### src/rtl/mips_uart_pkg.sv
// Shared widths and FSM encodings for the UART-side blocks feeding the debug unit.
package mips_uart_pkg;

  localparam int NB_DATA        = 8;
  localparam int NB_WORD        = 32;
  localparam int BYTES_PER_WORD = NB_WORD / NB_DATA;

  typedef enum logic [1:0] {
    ST_IDLE    = 2'd0,
    ST_COLLECT = 2'd1,
    ST_HOLD    = 2'd2
  } state_t;

endpackage

### src/rtl/tick_timeout_counter.sv
// Counts i_tick pulses since the last clear; o_expire is combinational on the terminal tick.
// A clear in the same cycle as the terminal tick suppresses the expiry.
module tick_timeout_counter #(
  parameter int TIMEOUT_TICKS = 1600,
  parameter int NB_TO         = $clog2(TIMEOUT_TICKS + 1)
) (
  input  logic clk,
  input  logic i_rst_n,
  input  logic i_clear,
  input  logic i_tick,
  output logic o_expire
);

  logic [NB_TO-1:0] r_cnt;
  logic             w_terminal;

  assign w_terminal = (r_cnt == NB_TO'(TIMEOUT_TICKS - 1));
  assign o_expire   = i_tick & ~i_clear & w_terminal;

  always_ff @(posedge clk or negedge i_rst_n) begin
    if (!i_rst_n) begin
      r_cnt <= '0;
    end else if (i_clear || o_expire) begin
      r_cnt <= '0;
    end else if (i_tick) begin
      r_cnt <= r_cnt + 1'b1;
    end
  end

endmodule

### src/rtl/uart_word_packer.sv
// Packs UART bytes MSB-first into words; word valid 1 cycle after the last byte, held until ready.
// Bytes arriving while a word is stalled are dropped and flagged; partial words expire on tick timeout.
module uart_word_packer
  import mips_uart_pkg::*;
#(
  parameter int NB_DATA       = mips_uart_pkg::NB_DATA,
  parameter int NB_WORD       = mips_uart_pkg::NB_WORD,
  parameter int TIMEOUT_TICKS = 1600,
  parameter int NB_TO         = $clog2(TIMEOUT_TICKS + 1)
) (
  input  logic               clk,
  input  logic               i_rst_n,
  input  logic               i_tick,
  input  logic               i_rx_done,
  input  logic [NB_DATA-1:0] i_rx_data,
  input  logic               i_flush,
  input  logic               i_word_ready,
  output logic [NB_WORD-1:0] o_word,
  output logic               o_word_valid,
  output logic [1:0]         o_byte_count,
  output logic               o_timeout,
  output logic               o_overrun
);

  localparam int L_BYTES = NB_WORD / NB_DATA;

  state_t             r_state;
  state_t             w_state_nxt;
  logic [NB_WORD-1:0] r_shift;
  logic [NB_WORD-1:0] w_shift_nxt;
  logic [NB_WORD-1:0] r_word;
  logic [1:0]         r_count;
  logic               r_valid;
  logic               r_timeout;
  logic               r_overrun;
  logic               w_capture;
  logic               w_load_word;
  logic               w_drop;
  logic               w_timeout;
  logic               w_expire;
  logic               w_to_clear;

  assign w_shift_nxt = {r_shift[NB_WORD-NB_DATA-1:0], i_rx_data};

  // The counter only runs while a partial word is held and no byte is arriving.
  assign w_to_clear = i_flush | i_rx_done | (r_state != ST_COLLECT);

  tick_timeout_counter #(
    .TIMEOUT_TICKS (TIMEOUT_TICKS),
    .NB_TO         (NB_TO)
  ) u_timeout (
    .clk      (clk),
    .i_rst_n  (i_rst_n),
    .i_clear  (w_to_clear),
    .i_tick   (i_tick),
    .o_expire (w_expire)
  );

  always_comb begin
    w_state_nxt = r_state;
    w_capture   = 1'b0;
    w_load_word = 1'b0;
    w_drop      = 1'b0;
    w_timeout   = 1'b0;
    if (i_flush) begin
      w_state_nxt = ST_IDLE;
    end else begin
      case (r_state)
        ST_IDLE: begin
          if (i_rx_done) begin
            w_capture   = 1'b1;
            w_state_nxt = ST_COLLECT;
          end
        end
        ST_COLLECT: begin
          if (i_rx_done) begin
            w_capture = 1'b1;
            if (r_count == 2'(L_BYTES - 1)) begin
              w_load_word = 1'b1;
              w_state_nxt = ST_HOLD;
            end
          end else if (w_expire) begin
            w_timeout   = 1'b1;
            w_state_nxt = ST_IDLE;
          end
        end
        ST_HOLD: begin
          if (i_word_ready) begin
            w_state_nxt = ST_IDLE;
            if (i_rx_done) begin
              w_capture   = 1'b1;
              w_state_nxt = ST_COLLECT;
            end
          end else if (i_rx_done) begin
            w_drop = 1'b1;
          end
        end
        default: w_state_nxt = ST_IDLE;
      endcase
    end
  end

  always_ff @(posedge clk or negedge i_rst_n) begin
    if (!i_rst_n) begin
      r_state <= ST_IDLE;
    end else begin
      r_state <= w_state_nxt;
    end
  end

  always_ff @(posedge clk or negedge i_rst_n) begin
    if (!i_rst_n) begin
      r_shift   <= '0;
      r_word    <= '0;
      r_count   <= '0;
      r_valid   <= 1'b0;
      r_timeout <= 1'b0;
      r_overrun <= 1'b0;
    end else begin
      r_valid   <= (w_state_nxt == ST_HOLD);
      r_timeout <= w_timeout;
      if (i_flush || w_timeout) begin
        r_shift <= '0;
      end else if (w_capture) begin
        r_shift <= w_shift_nxt;
      end
      if (i_flush || w_timeout || w_load_word) begin
        r_count <= '0;
      end else if (w_capture) begin
        r_count <= r_count + 1'b1;
      end
      // Only loaded on entry to HOLD, so the word is stable while valid.
      if (w_load_word) begin
        r_word <= w_shift_nxt;
      end
      if (i_flush) begin
        r_overrun <= 1'b0;
      end else if (w_drop) begin
        r_overrun <= 1'b1;
      end
    end
  end

  assign o_word       = r_word;
  assign o_word_valid = r_valid;
  assign o_byte_count = r_count;
  assign o_timeout    = r_timeout;
  assign o_overrun    = r_overrun;

endmodule

### config.mk
export PLATFORM = sky130hd
export DESIGN_NAME = uart_word_packer
export DESIGN_NICKNAME = d
export VERILOG_FILES = /design/src/rtl/mips_uart_pkg.sv /design/src/rtl/tick_timeout_counter.sv /design/src/rtl/uart_word_packer.sv
export SDC_FILE = /design/constraint.sdc
export NUM_CORES = 1
export LEC_CHECK = 0
export CORE_AREA = 2 2 96 121
export CTS_CLUSTER_DIAMETER = 120
export DETAILED_ROUTE_END_ITERATION = 12
export DIE_AREA = 0 0 98 123
export DONT_BUFFER_PORTS = 1
export PLACE_DENSITY = 0.48
export SETUP_SLACK_MARGIN = 0.1
export SYNTH_ARGS = -nofsm -noshare
export SYNTH_HDL_FRONTEND = slang
export SYNTH_HIERARCHICAL = 1
export SYNTH_SLANG_ARGS = --single-unit
### constraint.sdc
create_clock -name clk -period 3.8 [get_ports clk]
set_input_delay 0.57 -clock clk [delete_from_list [all_inputs] [get_ports clk]]
set_output_delay 0.57 -clock clk [all_outputs]
set_load 0.005 [all_outputs]
==> flow_metrics.tcl <==
set metrics [dict create \
    synth-simple-area-share_pct 12.9 \
    core.rowCount 43 \
    first_global_vias 1935 \
    syn_area_um2 3210 \
    io_pins 51 \
    endpoint "r_shift[11]$_DFFE_PN0P_" \
    end_kind "flop" \
    yosys_most_used_dff "dfrtp_1" \
    netlist.area_leader.share_pct 57.6 \
    period_minus_slack_ns 2.34 \
    vias 1936 \
    postCtsSetupBuffers 0 \
    hold_violations 0 \
    fillCellCount 1078 \
    startpoint_type "flop" \
    num_antenna_cells 0 \
    final_common_cell "dfrtp_1" \
    rr_startpoint "r_state[0]$_DFF_PN0_" \
    final_cell_mix "74 x dfrtp_1, 54 x nand2_1, 28 x mux2_4" \
    wl_per_cell_um 15.9 \
    core_area_um2 10900 \
    synth_nets 280 \
    setup-violations-final 0 \
    finalPower_uw 1770 \
    synth_edf_count 0 \
    clock_latency_ns 0.33 \
    grt_setup_unrepaired "false" \
    synthArstFlopShare_pct 100 \
    crit_required_ns 4.00 \
    reg2reg_depth 7 \
    r2r_slack_ns 1.46 \
    drt_pass1_iterations 4 \
    ctsResizeCount 0 \
    avgViaCountPerCell 4.76 \
    ir_drop_v 0.000181 \
    seq_area_um2 1850 \
    wl_met3_um 440 \
    drt_iter0_markers 88 \
    syn2layout_area_growth_pct 13.8 \
    slew_headroom_pct 32.7 \
    drc 0 \
    routabilityCongestion 0.769 \
    power_density_nw_per_um2 485 \
    holdWs_ns 0.130 \
    maxUsedRoutingLayer "met4" \
    tightest_slew_ns 1.01 \
    root_buffer "clkbuf_16" \
    start_util_pct 29.4 \
    final_layout_size_suffix_gt1_share_pct 21.0 \
    synth.largest_area_cell "dfrtp_1" \
    leakage_uw 0.00169 \
    maxCapViolCount 0 \
    cts_tree "done" \
    ys_seq_elements 74 \
    cts_buffers 9 \
    synth_xor_area_share_pct 1.36 \
    synthMuxAreaShare_pct 15.4 \
    min_period_over_period_pct 61.5 \
    layout.nets 283 \
    multi_input_area_um2 1270 \
    die_y_um 123 \
    synth-compound-area-share_pct 9.03 \
    htreeDepth 3 \
    synth_area_leaders "dfrtp_1 58%, mux2_4 13%, nand2_1 6.3%, o21ai_0 3.7%, mux2_2 1.4%" \
    cp-startpoint "r_state[0]$_DFF_PN0_" \
    worst_clock_skew_ns 0.00506 \
    die_area_um2 12100 \
    final.setup.tns_ns 0 \
    grt.total_usage_pct 11.5 \
    dp_hpwl_um 4050 \
    hold_buffers 1 \
    drv_slew 0 \
    cts_sinks 74 \
    synthAdderAreaFrac_pct 0.779 \
    synth_top_family_by_area "multiplexers" \
    min-delay-path-class "input port to async pin" \
    ant_nets 0 \
    drt_wl_total_um 6460 \
    rr_endpoint "r_shift[11]$_DFFE_PN0P_" \
    criticalPathCategory "flop to flop" \
    grt_pass1_wl_um 10600 \
    ys_warn_count 6 \
    clk_pin_slew_worst_paths_ns 0.06 \
    max_freq_mhz 428 \
    critical_path_arrival_ns 2.54 \
    port_buffers 0 \
    status "completed" \
    clock_path_buffers 2 \
    antenna_found_initial 0 \
    crit_path_max_fanout 26 \
    met1_length_um 2910 \
    ys_seq_area_share_pct 57.6 \
    syn_area_per_cell_um2 12.2 \
    grt-ovfl-total 0 \
    die_w_um 98 \
    grt_max_degree 75 \
    synthCells 264 \
    ys_types 40 \
    met2_length_um 2980 \
]
-- through the flow --
step	worst slack, ns	util [%]	instance area (um2)	instances
2_1_floorplan	1.56	-	3210	264
3_5_place_dp	1.48	30.4	3320	390
3_3_place_gp	1.54	30.4	3320	390
5_1_grt	1.25	33.5	3660	407
4_1_cts	1.46	33.5	3660	407
6_report	1.46	33.5	3660	407
-- cell type report --
class                      instances  area share [%]
inverter                           6           0.616
tap                              135            4.62
clock buffer                      12            7.02
timing repair buffer               2           0.958
multi-input combinational        174            34.8
sequential                        74            50.7
clock inverter                     4            1.37
-- how the worst min path moves through the flow --
stage            start                          end  slack (ns)  cells after the start
5_1_grt        i_rst_n       o_word[26]$_DFFE_PN0P_        0.15                      1
6_report       i_rst_n       o_word[26]$_DFFE_PN0P_        0.13                      1
2_1_floorplan  i_rst_n  o_byte_count[0]$_DFFE_PN0P_        0.27                      0
3_3_place_gp   i_rst_n       o_word[26]$_DFFE_PN0P_        0.28                      0
3_5_place_dp   i_rst_n       o_word[26]$_DFFE_PN0P_        0.28                      0
4_1_cts        i_rst_n       o_word[26]$_DFFE_PN0P_        0.14                      1
-- layer usage --
metal / vias up / track usage [%]
li1: 928 / -
met1: 947 / 14.2
met2: 50 / 17.3
met3: 11 / 4.30
met4: 0 / 6.51
met5: - / 0
-- registers in the layout, summed over array words and instances, names as in the netlist --
name,flops
o_word,32
o_timeout,1
o_word_valid,1
o_overrun,1
r_shift,24
r_state,2
u_timeout/r_cnt,11
o_byte_count,2
-- cell usage after synthesis, types with 3 or more instances --
master,number
mux2_4,28
mux2i_1,3
o31ai_1,3
mux2_2,4
o21ai_0,24
buf_2,5
or4_1,3
nand2_1,54
inv_1,6
xor2_1,4
a21oi_1,6
o21ai_1,3
o41ai_1,3
dfrtp_1,74
nor2_1,10
buf_6,3
or3_1,3
-- report_power, final --
part	internal [uW]	switching, uW
sequential	814	23.7
combinational	29.9	43.1
clock	543	320
total	1390	387
-- critical path, stage by stage, from the launching register on --
cell and delay, ns:
dfrtp_1 0.48, nand2b_1 0.15, or3_1 0.38, nor4_1 0.49, mux2i_1 0.15, o21bai_2 0.13
buf_4 0.28, o21ai_0 0.14
-- cell families (layout without fill, tap and decap cells) --
| logic type | after synthesis | in the layout |
|---|---|---|
| xor gates and xnor gates | 5 | 5 |
| buffers and inverters | 16 | 24 |
| DFF | 74 | 74 |
| and+or+nand+nor | 85 | 85 |
| adders and majority gates | 2 | 2 |
| AOI/OAI and AO/OA | 47 | 47 |
| muxes | 35 | 35 |
Power figures use the tool's default switching activity.
